$ cat src/rtl/missile_ctl.sv
`default_nettype none
// ============================================================================
// Module   : missile_ctl
// Brief    : Single player missile: launch from ship, upward flight per frame
//            tick, retire at top or on hit, frame-counted reload interval.
//            Build option: MISSILE_AUTOFIRE_EN (level-sensitive fire).
// Revision : 1.0 - initial release
// ============================================================================
module missile_ctl #(
    parameter int SPEED          = 8,
    parameter int MISSILE_HEIGHT = 20,
    parameter int Y_TOP          = 0,
    parameter int RELOAD_FRAMES  = 10
) (
    input  logic        pclk,
    input  logic        rst,
    input  logic        vsync_in,
    input  logic        fire,
    input  logic        hit,
    input  logic [11:0] ship_xpos,
    input  logic [11:0] ship_ypos,
    output logic [11:0] xpos,
    output logic [11:0] ypos,
    output logic        on,
    output logic        busy
);

    localparam int          C_CNT_W  = (RELOAD_FRAMES > 0) ? $clog2(RELOAD_FRAMES + 1) : 1;
    localparam logic [11:0] C_SPEED  = 12'(SPEED);
    localparam logic [11:0] C_HEIGHT = 12'(MISSILE_HEIGHT);
    // 13 bits so Y_TOP+SPEED near the top of the 12-bit range cannot alias
    localparam logic [12:0] C_MIN_Y  = 13'(Y_TOP + SPEED);
    localparam logic [C_CNT_W-1:0] C_RELOAD = C_CNT_W'(RELOAD_FRAMES);

    typedef enum logic [1:0] {
        S_IDLE   = 2'd0,
        S_FLY    = 2'd1,
        S_RELOAD = 2'd2
    } state_t;

    state_t               state_q, state_d;
    logic [C_CNT_W-1:0]   cnt_q, cnt_d;
    logic [11:0]          xpos_q, xpos_d;
    logic [11:0]          ypos_q, ypos_d;
    logic                 on_q, on_d;
    logic                 busy_q, busy_d;
    logic                 vsync_q;
    logic                 w_tick;
    logic                 w_launch;

    assign w_tick = vsync_in & ~vsync_q;

`ifdef MISSILE_AUTOFIRE_EN
    assign w_launch = fire;
`else
    logic fire_q;

    always_ff @(posedge pclk) begin
        if (rst) begin
            fire_q <= 1'b0;
        end else begin
            fire_q <= fire;
        end
    end

    assign w_launch = fire & ~fire_q;
`endif

    always_comb begin
        state_d = state_q;
        cnt_d   = cnt_q;
        xpos_d  = xpos_q;
        ypos_d  = ypos_q;
        case (state_q)
            S_IDLE: begin
                if (w_launch) begin
                    state_d = S_FLY;
                    xpos_d  = ship_xpos;
                    ypos_d  = (ship_ypos >= C_HEIGHT) ? (ship_ypos - C_HEIGHT) : 12'd0;
                end
            end
            S_FLY: begin
                if (hit) begin
                    state_d = S_RELOAD;
                    cnt_d   = '0;
                end else if (w_tick) begin
                    if ({1'b0, ypos_q} >= C_MIN_Y) begin
                        ypos_d = ypos_q - C_SPEED;
                    end else begin
                        state_d = S_RELOAD;
                        cnt_d   = '0;
                    end
                end
            end
            S_RELOAD: begin
                if (RELOAD_FRAMES == 0) begin
                    state_d = S_IDLE;
                end else if (w_tick) begin
                    cnt_d = cnt_q + 1'b1;
                    if (cnt_d == C_RELOAD) begin
                        state_d = S_IDLE;
                    end
                end
            end
            default: begin
                state_d = S_IDLE;
            end
        endcase
        on_d   = (state_d == S_FLY);
        busy_d = (state_d != S_IDLE);
    end

    always_ff @(posedge pclk) begin
        if (rst) begin
            state_q <= S_IDLE;
            cnt_q   <= '0;
            xpos_q  <= 12'd0;
            ypos_q  <= 12'd0;
            on_q    <= 1'b0;
            busy_q  <= 1'b0;
            vsync_q <= 1'b0;
        end else begin
            state_q <= state_d;
            cnt_q   <= cnt_d;
            xpos_q  <= xpos_d;
            ypos_q  <= ypos_d;
            on_q    <= on_d;
            busy_q  <= busy_d;
            vsync_q <= vsync_in;
        end
    end

    assign xpos = xpos_q;
    assign ypos = ypos_q;
    assign on   = on_q;
    assign busy = busy_q;

endmodule
`default_nettype wire

$ cat config.mk
export PLATFORM = sky130hd
export DESIGN_NAME = missile_ctl
export DESIGN_NICKNAME = d
export VERILOG_FILES = /design/src/rtl/missile_ctl.sv
export SDC_FILE = /design/constraint.sdc
export NUM_CORES = 1
export LEC_CHECK = 0
export ABC_AREA = 1
export CORE_MARGIN = 3
export CORE_UTILIZATION = 47
export DETAILED_ROUTE_END_ITERATION = 16
export PLACE_DENSITY = 0.79
export SYNTH_ARGS = -nofsm -noshare
export SYNTH_HDL_FRONTEND = slang
export SYNTH_SLANG_ARGS = --single-unit
$ cat constraint.sdc
create_clock -name pclk -period 1.6 [get_ports pclk]
set_input_delay 0.4 -clock pclk [delete_from_list [all_inputs] [get_ports pclk]]
set_output_delay 0.4 -clock pclk [all_outputs]
set_load 0.02 [all_outputs]
==> results of run 1 <==
==> area by class of cell <==
class / count / area [um^2] / share of cell area
Tap cell: 48 / 60.1 / 0.0209
Inverter: 37 / 139 / 0.0483
Timing Repair Buffer: 92 / 808 / 0.281
Clock buffer: 7 / 86.3 / 0.0300
Sequential cell: 34 / 682 / 0.237
Clock inverter: 1 / 5.00 / 0.00174
Multi-Input combinational cell: 218 / 1100 / 0.381
==> routing by layer <==
layer	part of all wire	global-route usage
met3	0.071	0.0464
met1	0.45	0.296
met5	0	0
met2	0.46	0.364
met4	0.0097	0.0586
==> synth_stat cells, drive strengths merged <==
library cell and number:
nand2 69, nor2 64, inv 36, dfxtp 34, o21ai 28, nand3 22
a21oi 11, ha 5, nand4 4, nor3 4, xor2 4, buf 3
clkbuf 2, nand3b 2, xnor2 2, clkinv 1, nor3b 1, o21bai 1
or2 1
==> metrics by stage <==
step | area, um^2 | setup TNS (ns) | power (W) | hold slack (ns) | setup slack, ns
final | 2880 | 0 | 0.00253 | 0.474 | 0.105
after global routing | 2880 | 0 | 0.00268 | 0.503 | 0.00376
after CTS | 2840 | 0 | 0.00251 | 0.483 | 0.00522
after detailed placement | 2720 | -6.47 | 0.00189 | 0.472 | -0.420
after global placement | 2720 | -5.06 | 0.00187 | 0.461 | -0.367
after floorplan | 1880 | 0 | 0.00149 | 0.451 | 0.177
==> worst max-delay path by stage <==
stage / from / endpoint / slack [ns] / cells after the start
floorplan: ship_ypos[2] / ypos[6]$_SDFFE_PP0P_ / 0.18 / 11
CTS: on$_SDFF_PP0_ / on / 0.005 / 1
finish: ship_ypos[8] / ypos[1]$_SDFFE_PP0P_ / 0.10 / 8
global route: ship_ypos[7] / ypos[8]$_SDFFE_PP0P_ / 0.004 / 10
global placement: ship_ypos[2] / ypos[11]$_SDFFE_PP0P_ / -0.37 / 13
detailed placement: ship_ypos[2] / ypos[9]$_SDFFE_PP0P_ / -0.42 / 13
==> what timing repair did <==
item                       in CTS  in global routing
setup buffers                   2                  1
gates resized for setup        42                 15
setup endpoints to repair      37                 18
pin swaps                       3                  6
==> sequential cells by signal, indices dropped and copies added, names as in the netlist <==
name / cells
xpos: 12
cnt_q: 4
on: 1
vsync_q: 1
ypos: 12
fire_q: 1
state_q: 2
busy: 1
==> logic make-up (layout without fill, tap and decap cells) <==
| group | after synthesis | in the layout | share of synthesized area |
|---|---|---|---|
| AND/OR/NAND/NOR | 167 | 167 | 0.380 |
| buffers and inverters | 42 | 137 | 0.0903 |
| AO/OA/AOI/OAI | 40 | 40 | 0.108 |
| flip-flops | 34 | 34 | 0.361 |
| XOR/XNOR | 6 | 6 | 0.0279 |
| adder cells (fa/ha/maj) | 5 | 5 | 0.0332 |
==> where the power goes <==
| part | total [W] | switching [W] | internal, W |
|---|---|---|---|
| registers | 0.00100 | 0.0000685 | 0.000934 |
| logic | 0.000866 | 0.000484 | 0.000382 |
| clock network | 0.000657 | 0.000310 | 0.000347 |
| total | 0.00253 | 0.000862 | 0.00166 |
==> worst min-delay path: stages <==
cell and delay (ns):
dlymetal6s2s_1 0.13, inv_2 0.07, buf_4 0.10, nor2_1 0.03
==> impl_metrics.env, run 1 <==
export IMPL_cp_data_arrival_time_ns=1.66
export IMPL_grt_pass1_wl_um=8840
export IMPL_netlist_instances=294
export IMPL_remaining_drc_errors=0
export IMPL_ys_warn_count=0
export IMPL_slew_headroom=0.782
export IMPL_rsz0062_at_grt="false"
export IMPL_via_per_inst=4.90
export IMPL_cts_buffers_inserted=5
export IMPL_fin_nets=422
export IMPL_end_kind="flop"
export IMPL_grt_start_max_net_pins=16
export IMPL_finalCriticalPeriod_ns=1.50
export IMPL_powerDensity_nw_per_um2=878
export IMPL_hold_end="vsync_q$_SDFF_PP0_"
export IMPL_rr_startpoint="ypos[6]$_SDFFE_PP0P_"
export IMPL_cts_root_buf="clkbuf_8"
export IMPL_coreArea_um2=3770
export IMPL_ys_ff_latch=34
export IMPL_criticalPathCategory="in -> reg"
export IMPL_crit_buf_inv=3
export IMPL_finalSetupViolCount=0
export IMPL_die_w_um=69.3
export IMPL_synth_seq_area_share=0.361
export IMPL_final_util=0.763
export IMPL_overflow=0
export IMPL_rr_endpoint="ypos[4]$_SDFFE_PP0P_"
export IMPL_drtIter0Drc=126
export IMPL_die_area_um2=4800
export IMPL_clk_pin_slew_worst_paths_ns=0.07
export IMPL_h_tree_depth=2
export IMPL_antenna_found_initial=0
export IMPL_min_delay_start="vsync_in"
export IMPL_cts_tree="yes"
export IMPL_status="finished clean"
export IMPL_rrSetupSlack_ns=0.15
export IMPL_hold_depth=4
export IMPL_hold_path_class="in -> reg"
export IMPL_die_h_um=69.3
export IMPL_syn_nets=328
export IMPL_cp_cell_sequence="clkdlybuf4s50_1 -> inv_1 -> nand3_1 -> nor2_4 -> nand2_2 -> buf_4 -> nand2_1 -> a21oi_1"
export IMPL_max_freq_mhz=669
export IMPL_worstPathRequired_ns=1.77
export IMPL_syn_area_um2=1880
export IMPL_place_inst=427
export IMPL_first_pass_iters=5
export IMPL_irDropWorstVdd_mv=0.505
export IMPL_cpMaxStageDelayCell="clkdlybuf4s50_1"
export IMPL_wl_per_cell_um=11.8
export IMPL_reg2regPathDepth=9
export IMPL_drtAntennaViolNets=0
export IMPL_vias=2140
export IMPL_final_common_cell="nand2_1"
export IMPL_yosys_area_top_type="dfxtp_1"
export IMPL_crit_path_start_kind="input port"
export IMPL_period_share=0.935
export IMPL_layout_drive_gt1_share=0.188
export IMPL_start_util=0.500
export IMPL_synth_distinct_cells=28
export IMPL_critPathTopFamily="buffers and inverters"
export IMPL_cts_buffer_depth=2
export IMPL_holdBufCountCts=0
export IMPL_grt_usage=0.222
export IMPL_wirelength_um=5160
export IMPL_fin_cells=437
export IMPL_max_stage_delay_ns=0.45
export IMPL_synth_avg_cell_area_um2=6.41
export IMPL_crit_fanout=4
export IMPL_slew_violations=0
export IMPL_numClockSinks=34
export IMPL_p_leak_nw=1.51
export IMPL_skew_ns=0.0100
export IMPL_synthToLayoutAreaGrowth_pct=52.7
export IMPL_grt_pass1_vias=1998
export IMPL_gp_congestion=0.903
export IMPL_synth_top_area_frac=0.361
export IMPL_io_buffers=54
export IMPL_clock_latency_ns=0.28
export IMPL_ios=55
export IMPL_worst_pin_slew_ns=0.326
export IMPL_hold_viol_final=0
export IMPL_drv_cap=0
export IMPL_layout_common_cells="nand2_1, nor2_1, buf_4"
export IMPL_synth_area_leaders="dfxtp_1, nand2_1, nor2_1"
export IMPL_place_hpwl_um=3730
export IMPL_fillers=303
export IMPL_antenna_cells=0
export IMPL_row_count=22
(Power assumes the default switching activity.)
==> inputs of run 2 (changes only) <==
--- a/config.mk
+++ b/config.mk
@@ -10,6 +10,7 @@
 export CORE_UTILIZATION = 47
 export DETAILED_ROUTE_END_ITERATION = 16
 export PLACE_DENSITY = 0.79
+export SLEW_MARGIN = 40
 export SYNTH_ARGS = -nofsm -noshare
 export SYNTH_HDL_FRONTEND = slang
 export SYNTH_SLANG_ARGS = --single-unit
==> results of run 2 <==
Same layout as run 1: the final DEF is identical, and so are final timing and power.
==> inputs of run 3 (changes only) <==
--- a/config.mk
+++ b/config.mk
@@ -9,7 +9,7 @@
 export CORE_MARGIN = 3
 export CORE_UTILIZATION = 47
 export DETAILED_ROUTE_END_ITERATION = 16
-export PLACE_DENSITY = 0.79
+export PLACE_DENSITY = 0.85
 export SLEW_MARGIN = 40
 export SYNTH_ARGS = -nofsm -noshare
 export SYNTH_HDL_FRONTEND = slang
==> constraint.sdc (replaced) <==
create_clock -name pclk -period 1.4 [get_ports pclk]
set_input_delay 0.35 -clock pclk [delete_from_list [all_inputs] [get_ports pclk]]
set_output_delay 0.35 -clock pclk [all_outputs]
set_load 0.02 [all_outputs]
==> impl_metrics.env, run 3 (synthesis results as in run 1) <==
export IMPL_status="finished, violations left"
export IMPL_violations="negative setup slack"
export IMPL_skew_ns=0.00387
export IMPL_power_total_w=0.00329
export IMPL_holdBufCountCts=0
export IMPL_cts_root_buf="clkbuf_8"
export IMPL_h_tree_depth=2
export IMPL_period_share=1.06
export IMPL_die_area_um2=4800
export IMPL_synthToLayoutAreaGrowth_pct=67.1
export IMPL_cts_buffer_depth=2
export IMPL_place_hpwl_um=3980
export IMPL_final_area_um2=3150
export IMPL_wl_per_cell_um=15.4
export IMPL_numClockSinks=34
export IMPL_worst_pin_slew_ns=0.307
export IMPL_crit_fanout=8
export IMPL_irDropWorstVdd_mv=0.761
export IMPL_via_per_inst=5.47
export IMPL_die_w_um=69.3
export IMPL_finalCriticalPeriod_ns=1.48
export IMPL_antenna_cells=0
export IMPL_gp_congestion=0.872
export IMPL_remaining_drc_errors=0
export IMPL_cts_buffers_inserted=5
export IMPL_finalSetupViolCount=7
export IMPL_max_freq_mhz=677
export IMPL_final_util=0.835
export IMPL_clock_latency_ns=0.29
export IMPL_row_count=22
export IMPL_drtIter0Drc=162
export IMPL_p_leak_nw=1.63
export IMPL_drtAntennaViolNets=0
export IMPL_cts_tree="yes"
export IMPL_end_kind="flop"
export IMPL_clk_pin_slew_worst_paths_ns=0.07
export IMPL_hold_depth=3
export IMPL_reg2regPathDepth=9
export IMPL_criticalPathCategory="reg -> reg"
export IMPL_worstPathRequired_ns=1.58
export IMPL_ios=55
export IMPL_grt_pass1_vias=2127
export IMPL_layout_drive_gt1_share=0.302
export IMPL_slew_headroom=0.794
export IMPL_layout_common_cells="nand2_1, nor2_1, buf_4"
export IMPL_vias=2454
export IMPL_hold_path_class="in -> reg"
export IMPL_hold_viol_final=0
export IMPL_setup_ws_ns=-0.0779
export IMPL_first_pass_iters=7
export IMPL_cp_data_arrival_time_ns=1.66
export IMPL_drv_cap=0
export IMPL_crit_path_start_kind="flop"
export IMPL_coreArea_um2=3770
export IMPL_grt_pass1_wl_um=9310
export IMPL_slew_violations=0
export IMPL_start_util=0.500
export IMPL_fin_nets=435
export IMPL_whs_ns=0.377
export IMPL_grt_start_max_net_pins=19
export IMPL_die_h_um=69.3
export IMPL_powerDensity_nw_per_um2=1050
export IMPL_overflow=0
export IMPL_antenna_found_initial=0
export IMPL_dpl_instance_area_um2=2790
export IMPL_final_common_cell="nand2_1"
export IMPL_grt_usage=0.236
export IMPL_wirelength_um=6940
export IMPL_rsz0062_at_grt="true"
export IMPL_io_buffers=54
run 3: cell types whose count changed in the layout (fill, tap and decap cells not counted), moves of 5 or more:
cell / change
nor2_1: -7
dfxtp_1: -7
dfxtp_2: +5
clkdlybuf4s50_1: -8
o21ai_1: +6
buf_4: +9
inv_1: -5
nand2_1: -7
o21ai_0: -6
run 3: what timing repair did:
item	CTS	global route
setup buffers	4	5
gates resized for setup	61	67
setup endpoints to repair	42	38
cloned	1	0
pin swaps	6	22
run 3: routing by layer:
metal,GRT usage,part of all wire,up-vias
met4,0.0738,0.030,0
met5,0,0,-
met2,0.418,0.51,149
met3,0.0551,0.084,25
met1,0.281,0.38,1137
li1,-,-,1143
run 3: path summary, 6_finish.rpt:
kind,startpoint,end,slack [ns]
setup reg to reg,ypos[7]$_SDFFE_PP0P_,ypos[7]$_SDFFE_PP0P_,-0.08
hold / removal,ship_ypos[1],ypos[1]$_SDFFE_PP0P_,0.38
hold reg to reg,xpos[0]$_SDFFE_PP0P_,xpos[0]$_SDFFE_PP0P_,0.48
setup / recovery,ypos[7]$_SDFFE_PP0P_,ypos[7]$_SDFFE_PP0P_,-0.08
run 3: stage by stage:
stage,std cells,setup WS [ns],TNS (ns)
floorplan,294,0.00999,0
CTS,444,0.000189,0
global placement,432,-0.501,-9.68
finish,449,-0.0779,-0.158
global route,449,-0.125,-1.22
detailed placement,432,-0.631,-11.62
run 3: critical path, stage by stage, from the launching register on:
cell	delay (ns)
dfxtp_2	0.35
nor2_4	0.12
nand2_2	0.08
nor2_2	0.16
nand2_2	0.11
nand2_4	0.12
nand2_4	0.10
buf_4	0.15
nor2_1	0.10
nor2_1	0.06
run 3: cell type report:
type	instances	area, um^2
Tap cell	48	60.1
Sequential cell	34	696
Fill cell	223	622
Clock buffer	6	82.6
Inverter	37	143
Clock inverter	1	30.0
Multi-Input combinational cell	219	1220
Timing Repair Buffer	104	915
run 3: report_power, final:
| part | switching, W | leakage, nW | internal [W] |
|---|---|---|---|
| combinational | 0.000683 | 1.29 | 0.000507 |
| sequential | 0.0000909 | 0.284 | 0.00107 |
| clock | 0.000367 | 0.0573 | 0.000569 |
| total | 0.00114 | 1.63 | 0.00215 |
